**src/rtl/seg_scan_drv.sv**
```systemverilog
//------------------------------------------------------------------------------
// seg_scan_drv : binary-to-BCD converter driving a 6-digit multiplexed display
// Revision     : 1.0
//------------------------------------------------------------------------------
`default_nettype none

module seg_scan_drv #(
  parameter int unsigned SCAN_DIV = 50000
) (
  input  logic        clk,
  input  logic        rst_n,
  input  logic [19:0] data_in,
  input  logic        data_load,
  input  logic        blank_lz,
  output logic        busy,
  output logic [2:0]  sel,
  output logic [7:0]  seg
);

  localparam logic [15:0] DIV_LAST  = 16'(SCAN_DIV - 1);
  localparam logic [19:0] MAX_VALUE = 20'd999999;
  localparam logic [4:0]  LAST_CNT  = 5'd20;

  typedef enum logic [0:0] {
    IDLE  = 1'b0,
    SHIFT = 1'b1
  } state_t;

  state_t      state_q, state_d;
  logic [4:0]  cnt_q, cnt_d;
  logic [19:0] bin_q, bin_d;
  logic [23:0] bcd_q, bcd_d;
  logic [23:0] disp_q, disp_d;
  logic [15:0] div_q, div_d;
  logic [2:0]  sel_q, sel_d;
  logic [7:0]  seg_q, seg_d;
  logic [23:0] adj;
  logic        wrap;

  function automatic logic [7:0] decode(input logic [3:0] n);
    case (n)
      4'd0:    decode = 8'hC0;
      4'd1:    decode = 8'hF9;
      4'd2:    decode = 8'hA4;
      4'd3:    decode = 8'hB0;
      4'd4:    decode = 8'h99;
      4'd5:    decode = 8'h92;
      4'd6:    decode = 8'h82;
      4'd7:    decode = 8'hF8;
      4'd8:    decode = 8'h80;
      4'd9:    decode = 8'h90;
      default: decode = 8'hFF;
    endcase
  endfunction

  // A digit is blank when it and everything above it are zero (never digit 0).
  function automatic logic [7:0] digit_seg(input logic [2:0] idx,
                                           input logic [23:0] d,
                                           input logic blz);
    logic [23:0] upper;
    upper = d >> {idx, 2'b00};
    if (blz && (idx != 3'd0) && (upper == 24'd0))
      digit_seg = 8'hFF;
    else
      digit_seg = decode(upper[3:0]);
  endfunction

  always_comb begin
    state_d = state_q;
    cnt_d   = cnt_q;
    bin_d   = bin_q;
    bcd_d   = bcd_q;
    disp_d  = disp_q;
    adj     = bcd_q;
    for (int i = 0; i < 6; i++) begin
      if (bcd_q[4*i +: 4] >= 4'd5)
        adj[4*i +: 4] = bcd_q[4*i +: 4] + 4'd3;
    end
    case (state_q)
      IDLE: begin
        if (data_load) begin
          bin_d   = (data_in > MAX_VALUE) ? MAX_VALUE : data_in;
          bcd_d   = 24'd0;
          cnt_d   = 5'd0;
          state_d = SHIFT;
        end
      end
      SHIFT: begin
        if (cnt_q == LAST_CNT) begin
          disp_d  = bcd_q;
          state_d = IDLE;
        end else begin
          bcd_d = {adj[22:0], bin_q[19]};
          bin_d = {bin_q[18:0], 1'b0};
          cnt_d = cnt_q + 5'd1;
        end
      end
      default: state_d = IDLE;
    endcase
  end

  // Segments are refreshed only on a digit advance, so a new display value
  // appears from the next digit shown without disturbing the scan position.
  always_comb begin
    wrap  = (div_q == DIV_LAST);
    div_d = wrap ? 16'd0 : div_q + 16'd1;
    sel_d = sel_q;
    seg_d = seg_q;
    if (wrap) begin
      sel_d = (sel_q == 3'd5) ? 3'd0 : sel_q + 3'd1;
      seg_d = digit_seg(sel_d, disp_q, blank_lz);
    end
  end

  always_ff @(posedge clk or negedge rst_n) begin
    if (!rst_n) begin
      state_q <= IDLE;
      cnt_q   <= 5'd0;
      bin_q   <= 20'd0;
      bcd_q   <= 24'd0;
      disp_q  <= 24'd0;
      div_q   <= 16'd0;
      sel_q   <= 3'd0;
      seg_q   <= 8'hC0;
    end else begin
      state_q <= state_d;
      cnt_q   <= cnt_d;
      bin_q   <= bin_d;
      bcd_q   <= bcd_d;
      disp_q  <= disp_d;
      div_q   <= div_d;
      sel_q   <= sel_d;
      seg_q   <= seg_d;
    end
  end

  assign busy = (state_q == SHIFT);
  assign sel  = sel_q;
  assign seg  = seg_q;

endmodule

`default_nettype wire

```
**config.mk**
```make
export PLATFORM = sky130hd
export DESIGN_NAME = seg_scan_drv
export DESIGN_NICKNAME = d
export VERILOG_FILES = /design/src/rtl/seg_scan_drv.sv
export SDC_FILE = /design/constraint.sdc
export NUM_CORES = 1
export LEC_CHECK = 0
export CORE_ASPECT_RATIO = 1.5
export CORE_UTILIZATION = 55
export CTS_BUF_LIST = sky130_fd_sc_hd__clkbuf_8
export DETAILED_ROUTE_END_ITERATION = 7
export PLACE_DENSITY = 0.78
export SLEW_MARGIN = 20
export SYNTH_ARGS = -nofsm -noshare
export SYNTH_HDL_FRONTEND = slang
export SYNTH_SLANG_ARGS = --single-unit
```
**constraint.sdc**
```tcl
create_clock -name clk -period 2.5 [get_ports clk]
set_input_delay 0.5 -clock clk [delete_from_list [all_inputs] [get_ports clk]]
set_output_delay 0.5 -clock clk [all_outputs]
set_load 0.01 [all_outputs]
```
==> results.md, run 1 <==
| Stage | Parameter | Reported |
|---|---|---|
| worst setup path | Slack of the worst reg-to-reg path | 150 ps |
| sta | Final worst-path cycle share | 93.8% |
| sta | Total count of max-transition violations in the final report | 0 |
| cells and area | Post-route cell area | 0.00593 mm^2 |
| worst setup path | Data arrival time at the worst-slack endpoint | 2590 ps |
| cts | Hold Buf Count CTS | 0 |
| synthesis | Share of flip-flops with an asynchronous set or reset | 100% |
| synthesis | Post-synthesis simple-gate area fraction | 18.6% |
| synthesis | Post-synth EDFFs | 0 |
| synthesis | Mean post-synth cell area | 9.64 um^2 |
| pwr | Sw Pwr | 2.25 mW |
| status | Result of the run | complete, no violations |
| placed design | Half-perimeter wire length after placement | 7.78 mm |
| cts | Worst-skew pair later-pin latency | 370 ps |
| synthesis | Part of the Yosys area used for sequential elements | 48.1% |
| synthesis | Leading post-synthesis cells by instance count | 99 x dfrtp_1, 77 x nand2_1, 38 x nor2_1 |
| drt | Number of antenna-violating nets in the routed design | 0 |
| placed design | Port Buf Inserts | 34 |
| pwr | Maximum resistive drop on vdd | 0.000496 V |
| synthesis | Xor/xnor share of the synthesized area | 4.04% |
| sta | Worst max-slew margin expressed relative to the limit | 66.4% |
| sta | Final Hold Vio Count | 0 |
| drt | Routed Wire Length | 10.5 mm |
| worst setup path | Worst endpoint required time | 2750 ps |
| synthesis | Compound-gate portion of the synthesized area | 15.1% |
| sta | Final critical path time including I/O delays and setup | 2350 ps |
| cells and area | Count of nets after finishing | 624 |
| job | Maximum capacitance violations | 0 |
| synthesis | Largest family of logic cells by synthesized area | simple AND/OR/NAND/NOR gates |
| die | Starting Density | 56.6% |
| global routing | Pin count of the biggest net entering global routing | 73 |
| synthesis | Register bit count reported by yosys | 100 |
| pwr | Sw Ratio | 38.3% |
| die | Y dimension of the die | 121 um |
| global routing | Number of antenna violations at the first check in global routing | 0 |
| synthesis | Top post-synthesis cells by area | dfrtp_1 48%, nand2_1 5.6%, ha_1 4.8% |
| placed design | Standard cell area after detailed placement | 0.00576 mm^2 |
| cells and area | Layout cells sized above 1 | 10.3% |
| sta | Transition time of the tightest slew-check pin | 504 ps |
| drt | First drt pass iteration count | 4 |
| pwr | Proportion of power drawn by the clock network | 15.2% |
| sta | Count of final setup violators | 0 |
| worst setup path | FF-to-FF End | seg[3]$_DFFE_PN0N_ |
| global routing | Total GRT Usage | 24.0% |
| synthesis | Synthesized Nets | 584 |
| cts | Clock sink count | 100 |
| global routing | First-pass GRT wire length | 18.2 mm |
| synthesis | Gate Count Post-Synth | 540 |
| die | Area enclosed by the die boundary | 0.00987 mm^2 |
| worst setup path | Origin of the critical flop-to-flop path | sel[2]$_DFFE_PN0N_ |
| cells and area | Post-synthesis to final-layout area growth | 13.8% |
| worst setup path | CP startpoint kind | register |
| synthesis | Number of warnings reported in the yosys synthesis log | 0 |
| worst setup path | Element type at the critical path end | register |
| synthesis | Fraction of synthesized area in multiplexers | 5.17% |
| pwr | Power density over the cells | 990 mW/mm^2 |
| synthesis | Post-Synth Adder-Cell Area | 4.81% |
| pwr | Comb pwr share | 40.5% |
| placed design | Pre-CTS WS | -95.5 ps |
| global routing | Vias in the first global route | 4105 |
| pwr | Static leakage | 2.71 nW |
| hold path | Hold Path Class | in2async |
| cts | H-Tree Depth | 3 |
| placed design | Final weighted congestion in routability-driven placement | 0.883 |
| drt | Via-per-instance ratio | 5.84 |
| sta | Setup repair after global routing missed its margin | no |
| global routing | Remaining global-route overflow | 0 |
| synthesis | Most common cell in the synthesized netlist | dfrtp_1 |
| synthesis | Post-synth top flop | dfrtp_1 |
| drt | Average wire per standard cell | 15.1 um |
| drt | Remaining DRCs | 0 |
| die | # IOs | 36 |
| cts | Clock transition at the registers of the reported paths | 90 ps |
| worst setup path | Worst R2R Path Depth | 9 |
| die | Row Count | 43 |
| synthesis | Cell area after synthesis | 0.00521 mm^2 |
| cts | CTS tree | built |
| pwr | Sequential group share of total power | 44.3% |
| synthesis | Synth top area share | 47.6% |
| cts | TritonCTS Buffers | 9 |
| cts | Clk buf depth | 2 |
| sta | Slack of the critical path | 155 ps |
| sta | Fin Clk Skew | 7.14 ps |
| cells and area | Antenna Cells | 0 |
| synthesis | Number of distinct library cell variants in the gate-level netlist after synthesis | 59 |
| die | Die width | 81.5 um |
| drt | First DRT Iteration DRCs | 175 |
| worst setup path | Path type of the worst setup path | reg2reg |
| worst setup path | Critical path peak fanout | 6 |
| cts | Buffer cell driving the clock tree root | clkbuf_8 |
| drt | Total number of vias | 4062 |
| synthesis | Synth area leader | dfrtp_1 |
| die | Area of the core | 0.00920 mm^2 |
| pwr | Internal power component | 3.62 mW |
| sta | Fmax | 426 MHz |
## how the worst max path moves through the flow
stage | start | end | slack, ps | depth (start not counted)
finish | sel[2]$_DFFE_PN0N_ | seg[3]$_DFFE_PN0N_ | 150 | 9
global route | sel[2]$_DFFE_PN0N_ | seg[3]$_DFFE_PN0N_ | 20 | 9
CTS | sel[1]$_DFFE_PN0N_ | seg[3]$_DFFE_PN0N_ | 90 | 8
detailed placement | sel[1]$_DFFE_PN0N_ | seg[3]$_DFFE_PN0N_ | -100 | 8
global placement | sel[1]$_DFFE_PN0N_ | seg[3]$_DFFE_PN0N_ | -100 | 8
floorplan | sel[0]$_DFFE_PN0N_ | seg[3]$_DFFE_PN0N_ | 20 | 9
## what timing repair did
| action | 4_1_cts | 5_1_grt |
|---|---|---|
| endpoints found under the setup margin | 2 | 7 |
| endpoints found under the hold margin | 0 | 0 |
| resized for setup | 3 | 4 |
| buffers inserted | 0 | 0 |
| cloned | 0 | 0 |
## cell usage in the layout, fill, tap and decap left out, types with 3 or more instances in the layout
| cell type | count |
|---|---|
| dfrtp_1 | 98 |
| nand2_1 | 77 |
| nor2_1 | 38 |
| o21ai_0 | 34 |
| clkdlybuf4s50_1 | 33 |
| buf_4 | 23 |
| inv_1 | 22 |
| a21oi_1 | 20 |
| ha_1 | 20 |
| nand2b_1 | 14 |
| nand3_1 | 12 |
| xor2_1 | 12 |
| xnor2_1 | 12 |
| mux2_2 | 12 |
| o22ai_1 | 11 |
| mux2i_1 | 10 |
| clkbuf_8 | 10 |
| nor2b_1 | 9 |
| a31oi_1 | 9 |
| o311ai_0 | 8 |
| nor3_1 | 7 |
| o211ai_1 | 7 |
| o31ai_1 | 7 |
| nand3b_1 | 7 |
| nand4_1 | 6 |
| nor4_1 | 6 |
| a32o_1 | 6 |
| nor3b_1 | 5 |
| and3_1 | 4 |
| and2_1 | 3 |
| mux2_1 | 3 |
## critical path, cell delays in order (launching register included)
cell       delay, ps
dfrtp_1          440
buf_4            180
a21boi_0         140
a2111oi_2        390
buf_4            180
nor2b_2           50
ha_1             310
mux2_1           280
o211ai_1         160
nand3_1           90
## cell type report
cell class | count | area (um^2)
Fill cell | 771 | 3270
Sequential cell | 100 | 2500
Multi-Input combinational cell | 390 | 2500
Timing Repair Buffer | 58 | 543
Tap cell | 112 | 140
Clock buffer | 10 | 138
Inverter | 21 | 78.8
Clock inverter | 4 | 20.0
## kinds of logic (layout without fill, tap and decap cells)
kind of cell	count (synthesis)	after routing
muxes	25	25
buffers and inverters	50	93
AOI/OAI and AO/OA	121	121
adders and majority gates	20	20
other	1	1
and+or+nand+nor	199	199
DFF	100	100
xor gates and xnor gates	24	24
## registers in the layout, summed over array words and instances, names as in the netlist
signal  cells
cnt_q       5
busy        1
bin_q      20
bcd_q      24
seg         7
disp_q     24
sel         3
div_q      16
## per-layer routing
metal  GRT usage, %  up-vias  part of all wire (%)
met5              0        -                     0
met4           12.6        0                   3.0
met3           4.14       28                   3.0
met2           41.9       79                    53
met1           27.0     1974                    41
li1               -     1981                     -
## power groups by stage
| stage | clock network [mW] | registers, mW | logic, mW |
|---|---|---|---|
| 4_1_cts | 0.919 | 2.60 | 2.39 |
| 6_report | 0.891 | 2.60 | 2.38 |
| 5_1_grt | 0.985 | 2.68 | 2.71 |
| 2_1_floorplan | 0 | 2.49 | 1.82 |
| 3_5_place_dp | 0 | 2.63 | 2.38 |
| 3_3_place_gp | 0 | 2.60 | 2.25 |
## per-stage QoR
stage | cells | utilization [%] | hold slack [ps] | setup TNS (ps) | power (mW)
4_1_cts | 695 | 64.3 | 47.9 | 0 | 5.91
3_3_place_gp | 681 | 62.6 | 444 | -95.2 | 4.85
5_1_grt | 695 | 64.4 | 64.1 | 0 | 6.38
2_1_floorplan | 540 | - | 204 | 0 | 4.31
3_5_place_dp | 681 | 62.6 | 448 | -95.5 | 5.01
6_report | 695 | 64.4 | 49.6 | 0 | 5.87
Power figures use the tool's default switching activity.
==> run 2, diff against run 1 <==
- PLACE_DENSITY: 0.78 -> 0.79
==> run 2 against run 1 <==
- global-route usage is 0.13 points higher
- worst setup slack worse by 23 ps
- sequential share of layout area fell by 0.27 points
- critical path depth fell by 2
==> results.md, run 2 (same netlist as run 1, synthesis figures left out) <==
| Stage | Parameter | Reported |
|---|---|---|
| worst setup path | Critical path peak fanout | 7 |
| cells and area | Highest-count cells in the layout ignoring fill and taps | 98 x dfrtp_1, 77 x nand2_1, 38 x nor2_1 |
| placed design | Half-perimeter wire length after placement | 7.89 mm |
| worst setup path | Element type at the critical path end | register |
| die | Starting Density | 56.6% |
| drt | Number of antenna-violating nets in the routed design | 0 |
| worst setup path | Slowest cell on crit path | dfrtp_1 |
| die | Area of the core | 0.00920 mm^2 |
| cells and area | Top flop regs | bcd_q: 24 flops, disp_q: 24 flops, bin_q: 20 flops |
| cells and area | Count of nets after finishing | 621 |
| sta | Worst max-slew margin expressed relative to the limit | 57.0% |
| cts | Worst-skew pair later-pin latency | 370 ps |
| sta | Final Hold Vio Count | 0 |
| drt | Average wire per standard cell | 15.4 um |
| drt | Total number of vias | 4047 |
| cts | Clk buf depth | 2 |
| placed design | Final weighted congestion in routability-driven placement | 0.868 |
| die | Y dimension of the die | 121 um |
| cells and area | Layout filler cell count | 741 |
| worst setup path | Slack of the worst reg-to-reg path | 130 ps |
| drt | First DRT Iteration DRCs | 143 |
| status | Result of the run | complete, no violations |
| worst setup path | FF-to-FF End | seg[3]$_DFFE_PN0N_ |
| sta | Fmax | 422 MHz |
| pwr | Static leakage | 2.72 nW |
| worst setup path | Critical Path, Cell by Cell | buf_4 > mux2_1 > o221ai_1 > and2_1 > mux2_1 > o211ai_1 > nand3_1 |
| sta | Fin Clk Skew | 5.90 ps |
| cts | CTS tree | built |
| global routing | Number of antenna violations at the first check in global routing | 0 |
| cts | TritonCTS Buffers | 9 |
| die | Row Count | 43 |
| cts | Post-CTS Setup Bufs | 0 |
| drt | Routed Wire Length | 10.7 mm |
| sta | Transition time of the tightest slew-check pin | 644 ps |
| global routing | First-pass GRT wire length | 18.1 mm |
| worst setup path | Worst endpoint required time | 2760 ps |
| die | Area enclosed by the die boundary | 0.00987 mm^2 |
| sta | Final critical path time including I/O delays and setup | 2370 ps |
| global routing | Total GRT Usage | 24.1% |
| placed design | Port Buf Inserts | 34 |
| global routing | Pin count of the biggest net entering global routing | 50 |
| sta | Final worst-path cycle share | 94.7% |
| worst setup path | Cell type with the highest occurrence count on the critical path | mux2_1 |
| cts | Buffer cell driving the clock tree root | clkbuf_8 |
| worst setup path | Critical Path Source | sel[1]$_DFFE_PN0N_ |
| worst setup path | Origin of the critical flop-to-flop path | sel[1]$_DFFE_PN0N_ |
| worst setup path | CP startpoint kind | register |
| die | Die width | 81.5 um |
| cells and area | Layout cells sized above 1 | 10.3% |
| cells and area | Post-synthesis to final-layout area growth | 14.6% |
| cts | Clock sink count | 100 |
| worst setup path | Capture point of the worst path | seg[3]$_DFFE_PN0N_ |
| job | Maximum capacitance violations | 0 |
| global routing | Vias in the first global route | 4063 |
| worst setup path | Delay of the slowest cell on the worst path | 510 ps |
| drt | First drt pass iteration count | 4 |
| die | # IOs | 36 |
| cells and area | Antenna Cells | 0 |
| cts | Clock transition at the registers of the reported paths | 90 ps |
| cts | Hold Buf Count CTS | 0 |
| cells and area | Most common library cell in the layout ignoring fill and taps | dfrtp_1 |
| sta | Count of final setup violators | 0 |
| drt | Via-per-instance ratio | 5.83 |
| worst setup path | WP buf/inv | 1 |
| pwr | Overall Power | 6.10 mW |
| worst setup path | Number of cells on the critical path | 7 |
| hold path | Hold Path Class | in2async |
| global routing | Remaining global-route overflow | 0 |
| sta | WHS | 143 ps |
| pwr | Maximum resistive drop on vdd | 0.000581 V |
| worst setup path | Delay-heaviest family, CP | multiplexers |
| worst setup path | Path type of the worst setup path | reg2reg |
| drt | Remaining DRCs | 0 |
| worst setup path | Worst R2R Path Depth | 7 |
| sta | Total count of max-transition violations in the final report | 0 |
| cts | H-Tree Depth | 3 |
| worst setup path | Data arrival time at the worst-slack endpoint | 2630 ps |
| pwr | Power density over the cells | 1020 mW/mm^2 |
[run 2: worst min path at each step]
stage                       startpoint                    to  slack, ps  depth (start not counted)
CTS                              rst_n    div_q[9]$_DFF_PN0_        150                          1
global route                     rst_n   div_q[10]$_DFF_PN0_        180                          1
global placement    div_q[0]$_DFF_PN0_    div_q[0]$_DFF_PN0_        440                          1
floorplan                        rst_n  bcd_q[0]$_DFFE_PN0P_        200                          0
finish                           rst_n    div_q[9]$_DFF_PN0_        140                          1
detailed placement  div_q[0]$_DFF_PN0_    div_q[0]$_DFF_PN0_        440                          1
[run 2: stage by stage]
stage | util [%] | TNS (ps) | worst slack (ps) | cell area [um^2] | cells
after floorplan | - | 0 | 24.0 | 5210 | 540
after global placement | 62.3 | -58.5 | -58.5 | 5730 | 678
after detailed placement | 62.3 | -108 | -108 | 5730 | 678
after CTS | 64.7 | 0 | 70.9 | 5960 | 694
after global routing | 64.9 | -21.4 | -19.8 | 5970 | 694
final | 64.9 | 0 | 132 | 5970 | 694
[run 2: timing repair]
action / 4_1_cts / 5_1_grt
endpoints found under the setup margin: 4 / 7
endpoints found under the hold margin: 0 / 0
gates resized for setup: 3 / 4
[run 2: final cells by class]
class | count | area [um^2] | share of cell area (%)
inverter | 21 | 78.8 | 1.32
clock inverter | 6 | 78.8 | 1.32
timing repair buffer | 55 | 520 | 8.72
sequential | 100 | 2500 | 42.0
multi-input combinational | 390 | 2510 | 42.0
clock buffer | 10 | 138 | 2.31
tap | 112 | 140 | 2.35
[run 2: worst reg2reg max path: cells and delay by family, from the launching register on]
family                 cells  cell delay, ps
flip-flops                 1             510
AO/OA/AOI/OAI              2             520
buffers and inverters      1             210
AND/OR/NAND/NOR            2             350
multiplexers               2             660
[run 2: power by group]
part | leakage (nW) | total [mW] | switching, mW | internal (mW)
Clock | 0.117 | 1.13 | 0.546 | 0.583
Sequential | 1.25 | 2.61 | 0.452 | 2.16
Combinational | 1.36 | 2.36 | 1.28 | 1.08
Total | 2.72 | 6.10 | 2.28 | 3.82
[run 2: layer usage]
metal | vias up | global-route usage (%) | wire (um)
met5 | - | 0 | 0
met4 | 0 | 12.5 | 354
li1 | 1976 | - | -
met1 | 1973 | 26.0 | 4330
met3 | 25 | 4.44 | 273
met2 | 73 | 43.3 | 5750
==> run 3, diff against run 2 <==
- CORE_UTILIZATION: 55 -> 61
- PLACE_DENSITY: 0.79 -> 0.83
- clock period: 2.5 -> 2.3 ns (I/O delays scaled with it)
==> run 3 against run 2 <==
- the run now ends with negative setup slack left
- clock skew is 8.9 ps higher
- combinational power up 17%
- sequential share of layout area shrank 1.1 points
- count of clock-buffer cells in the layout up 1
- global-route usage rose by 3.2 points
==> results.md, run 3 (same netlist as run 1, synthesis figures left out) <==
| Stage | Parameter | Reported |
|---|---|---|
| placed design | Half-perimeter wire length after placement | 7.94 mm |
| cells and area | Count of nets after finishing | 630 |
| drt | Number of antenna-violating nets in the routed design | 0 |
| worst setup path | Element type at the critical path end | register |
| cells and area | Top flop regs | bcd_q: 24 flops, disp_q: 24 flops, bin_q: 20 flops |
| worst setup path | Critical path peak fanout | 7 |
| drt | Average wire per standard cell | 16.3 um |
| pwr | Static leakage | 2.79 nW |
| global routing | First-pass GRT wire length | 19.1 mm |
| drt | Via-per-instance ratio | 6.03 |
| global routing | Pin count of the biggest net entering global routing | 70 |
| drt | Total number of vias | 4192 |
| status | Failing checks | negative setup slack |
| pwr | Maximum resistive drop on vdd | 0.000662 V |
| global routing | Number of antenna violations at the first check in global routing | 0 |
| cts | Clock sink count | 100 |
| drt | First DRT Iteration DRCs | 289 |
| hold path | Hold Path Class | in2async |
| die | Y dimension of the die | 115 um |
| sta | Summed negative setup slack over all endpoints | -129 ps |
| cts | Hold Buf Count CTS | 0 |
| sta | Transition time of the tightest slew-check pin | 507 ps |
| cts | Clock transition at the registers of the reported paths | 100 ps |
| cells and area | Most common library cell in the layout ignoring fill and taps | dfrtp_1 |
| die | Row Count | 40 |
| worst setup path | Worst R2R Path Depth | 8 |
| worst setup path | Slowest cell on crit path | a2111oi_4 |
| sta | Final critical path time including I/O delays and setup | 2410 ps |
| sta | Slack of the critical path | -111 ps |
| worst setup path | WP buf/inv | 1 |
| die | Area of the core | 0.00816 mm^2 |
| cells and area | Layout Utilization | 75.2% |
| cts | Worst-skew pair later-pin latency | 380 ps |
| pwr | Power density over the cells | 1100 mW/mm^2 |
| sta | Setup repair after global routing missed its margin | yes |
| sta | Fmax | 415 MHz |
| cells and area | Post-synthesis to final-layout area growth | 17.9% |
| worst setup path | Critical Path, Cell by Cell | buf_6 > mux2i_4 > a2111oi_4 > nor2b_4 > ha_4 > mux2_4 > o211ai_1 > nand3_1 |
| sta | Fin Clk Skew | 14.8 ps |
| placed design | Final weighted congestion in routability-driven placement | 0.891 |
| cts | Buffer cell driving the clock tree root | clkbuf_8 |
| drt | Routed Wire Length | 11.3 mm |
| sta | Worst max-slew margin expressed relative to the limit | 66.2% |
| global routing | Total GRT Usage | 27.3% |
| drt | First drt pass iteration count | 4 |
| cts | Clk buf depth | 2 |
| cells and area | Antenna Cells | 0 |
| worst setup path | Worst endpoint required time | 2540 ps |
| pwr | Overall Power | 6.77 mW |
| cts | H-Tree Depth | 3 |
| cells and area | Highest-count cells in the layout ignoring fill and taps | 96 x dfrtp_1, 77 x nand2_1, 38 x nor2_1 |
| die | Die width | 77.4 um |
| die | Starting Density | 63.8% |
| global routing | Remaining global-route overflow | 0 |
| die | # IOs | 36 |
| worst setup path | Data arrival time at the worst-slack endpoint | 2650 ps |
| sta | Final Hold Vio Count | 0 |
| drt | Remaining DRCs | 0 |
| placed design | Port Buf Inserts | 34 |
| worst setup path | Delay-heaviest family, CP | compound AO/OA/AOI/OAI gates |
| worst setup path | Delay of the slowest cell on the worst path | 500 ps |
| sta | Count of final setup violators | 2 |
| cts | CTS tree | built |
| sta | Final worst-path cycle share | 105% |
| global routing | Vias in the first global route | 4199 |
| placed design | Pre-CTS WS | -57.5 ps |
| cts | TritonCTS Buffers | 9 |
| worst setup path | Number of cells on the critical path | 8 |
| worst setup path | CP startpoint kind | register |
| cells and area | Layout cells sized above 1 | 15.3% |
| status | Result of the run | finished, violations left |
| die | Area enclosed by the die boundary | 0.00892 mm^2 |
| sta | Total count of max-transition violations in the final report | 0 |
| job | Maximum capacitance violations | 0 |
| worst setup path | Path type of the worst setup path | reg2reg |
[run 3: worst paths after layout]
check	startpoint	endpoint	slack, ps
max	sel[0]$_DFFE_PN0N_	seg[3]$_DFFE_PN0N_	-110
min	rst_n	div_q[7]$_DFF_PN0_	10
max reg2reg	sel[0]$_DFFE_PN0N_	seg[3]$_DFFE_PN0N_	-110
min reg2reg	div_q[0]$_DFF_PN0_	div_q[0]$_DFF_PN0_	460
max in group asynchronous	rst_n	bin_q[11]$_DFFE_PN0P_	1580
min in group clk	div_q[0]$_DFF_PN0_	div_q[0]$_DFF_PN0_	460
[run 3: final cells by class]
class | instances | area (um^2)
clock buffers | 11 | 151
clock inverters | 4 | 48.8
fillers | 573 | 2020
inverters | 21 | 78.8
multi-input cells | 390 | 2640
flip-flops and latches | 100 | 2510
well taps | 105 | 131
repair buffers | 64 | 583
[run 3: metal layers]
layer,up-vias,part of all wire (%),global-route usage [%]
met3,32,2.7,4.29
met4,0,3.9,15.7
li1,1995,-,-
met2,99,53,49.0
met1,2066,40,30.8
met5,-,0,0
[run 3: report_power, final]
group | switching (mW) | leakage [nW] | internal (mW) | total [mW]
clock | 0.603 | 0.105 | 0.555 | 1.16
combinational | 1.46 | 1.44 | 1.29 | 2.75
sequential | 0.513 | 1.25 | 2.35 | 2.86
total | 2.58 | 2.79 | 4.20 | 6.77
[run 3: through the flow]
step	hold WS, ps	cell area, um^2	cells
after floorplan	164	5220	540
after global placement	424	5780	679
after detailed placement	426	5780	679
after CTS	19.5	6010	694
after global routing	31.3	6140	695
final	14.0	6140	695
[run 3: what timing repair did]
action | in CTS | in global routing
resized for setup | 5 | 29
pin swaps | 0 | 9
cloned | 0 | 0
setup buffers | 0 | 1
endpoints found under the setup margin | 5 | 7
[run 3: worst register-to-register path, cell delays in order, from the launching register on]
cell,delay (ps)
dfrtp_2,470
buf_6,150
mux2i_4,190
a2111oi_4,500
nor2b_4,110
ha_4,230
mux2_4,260
o211ai_1,230
nand3_1,130
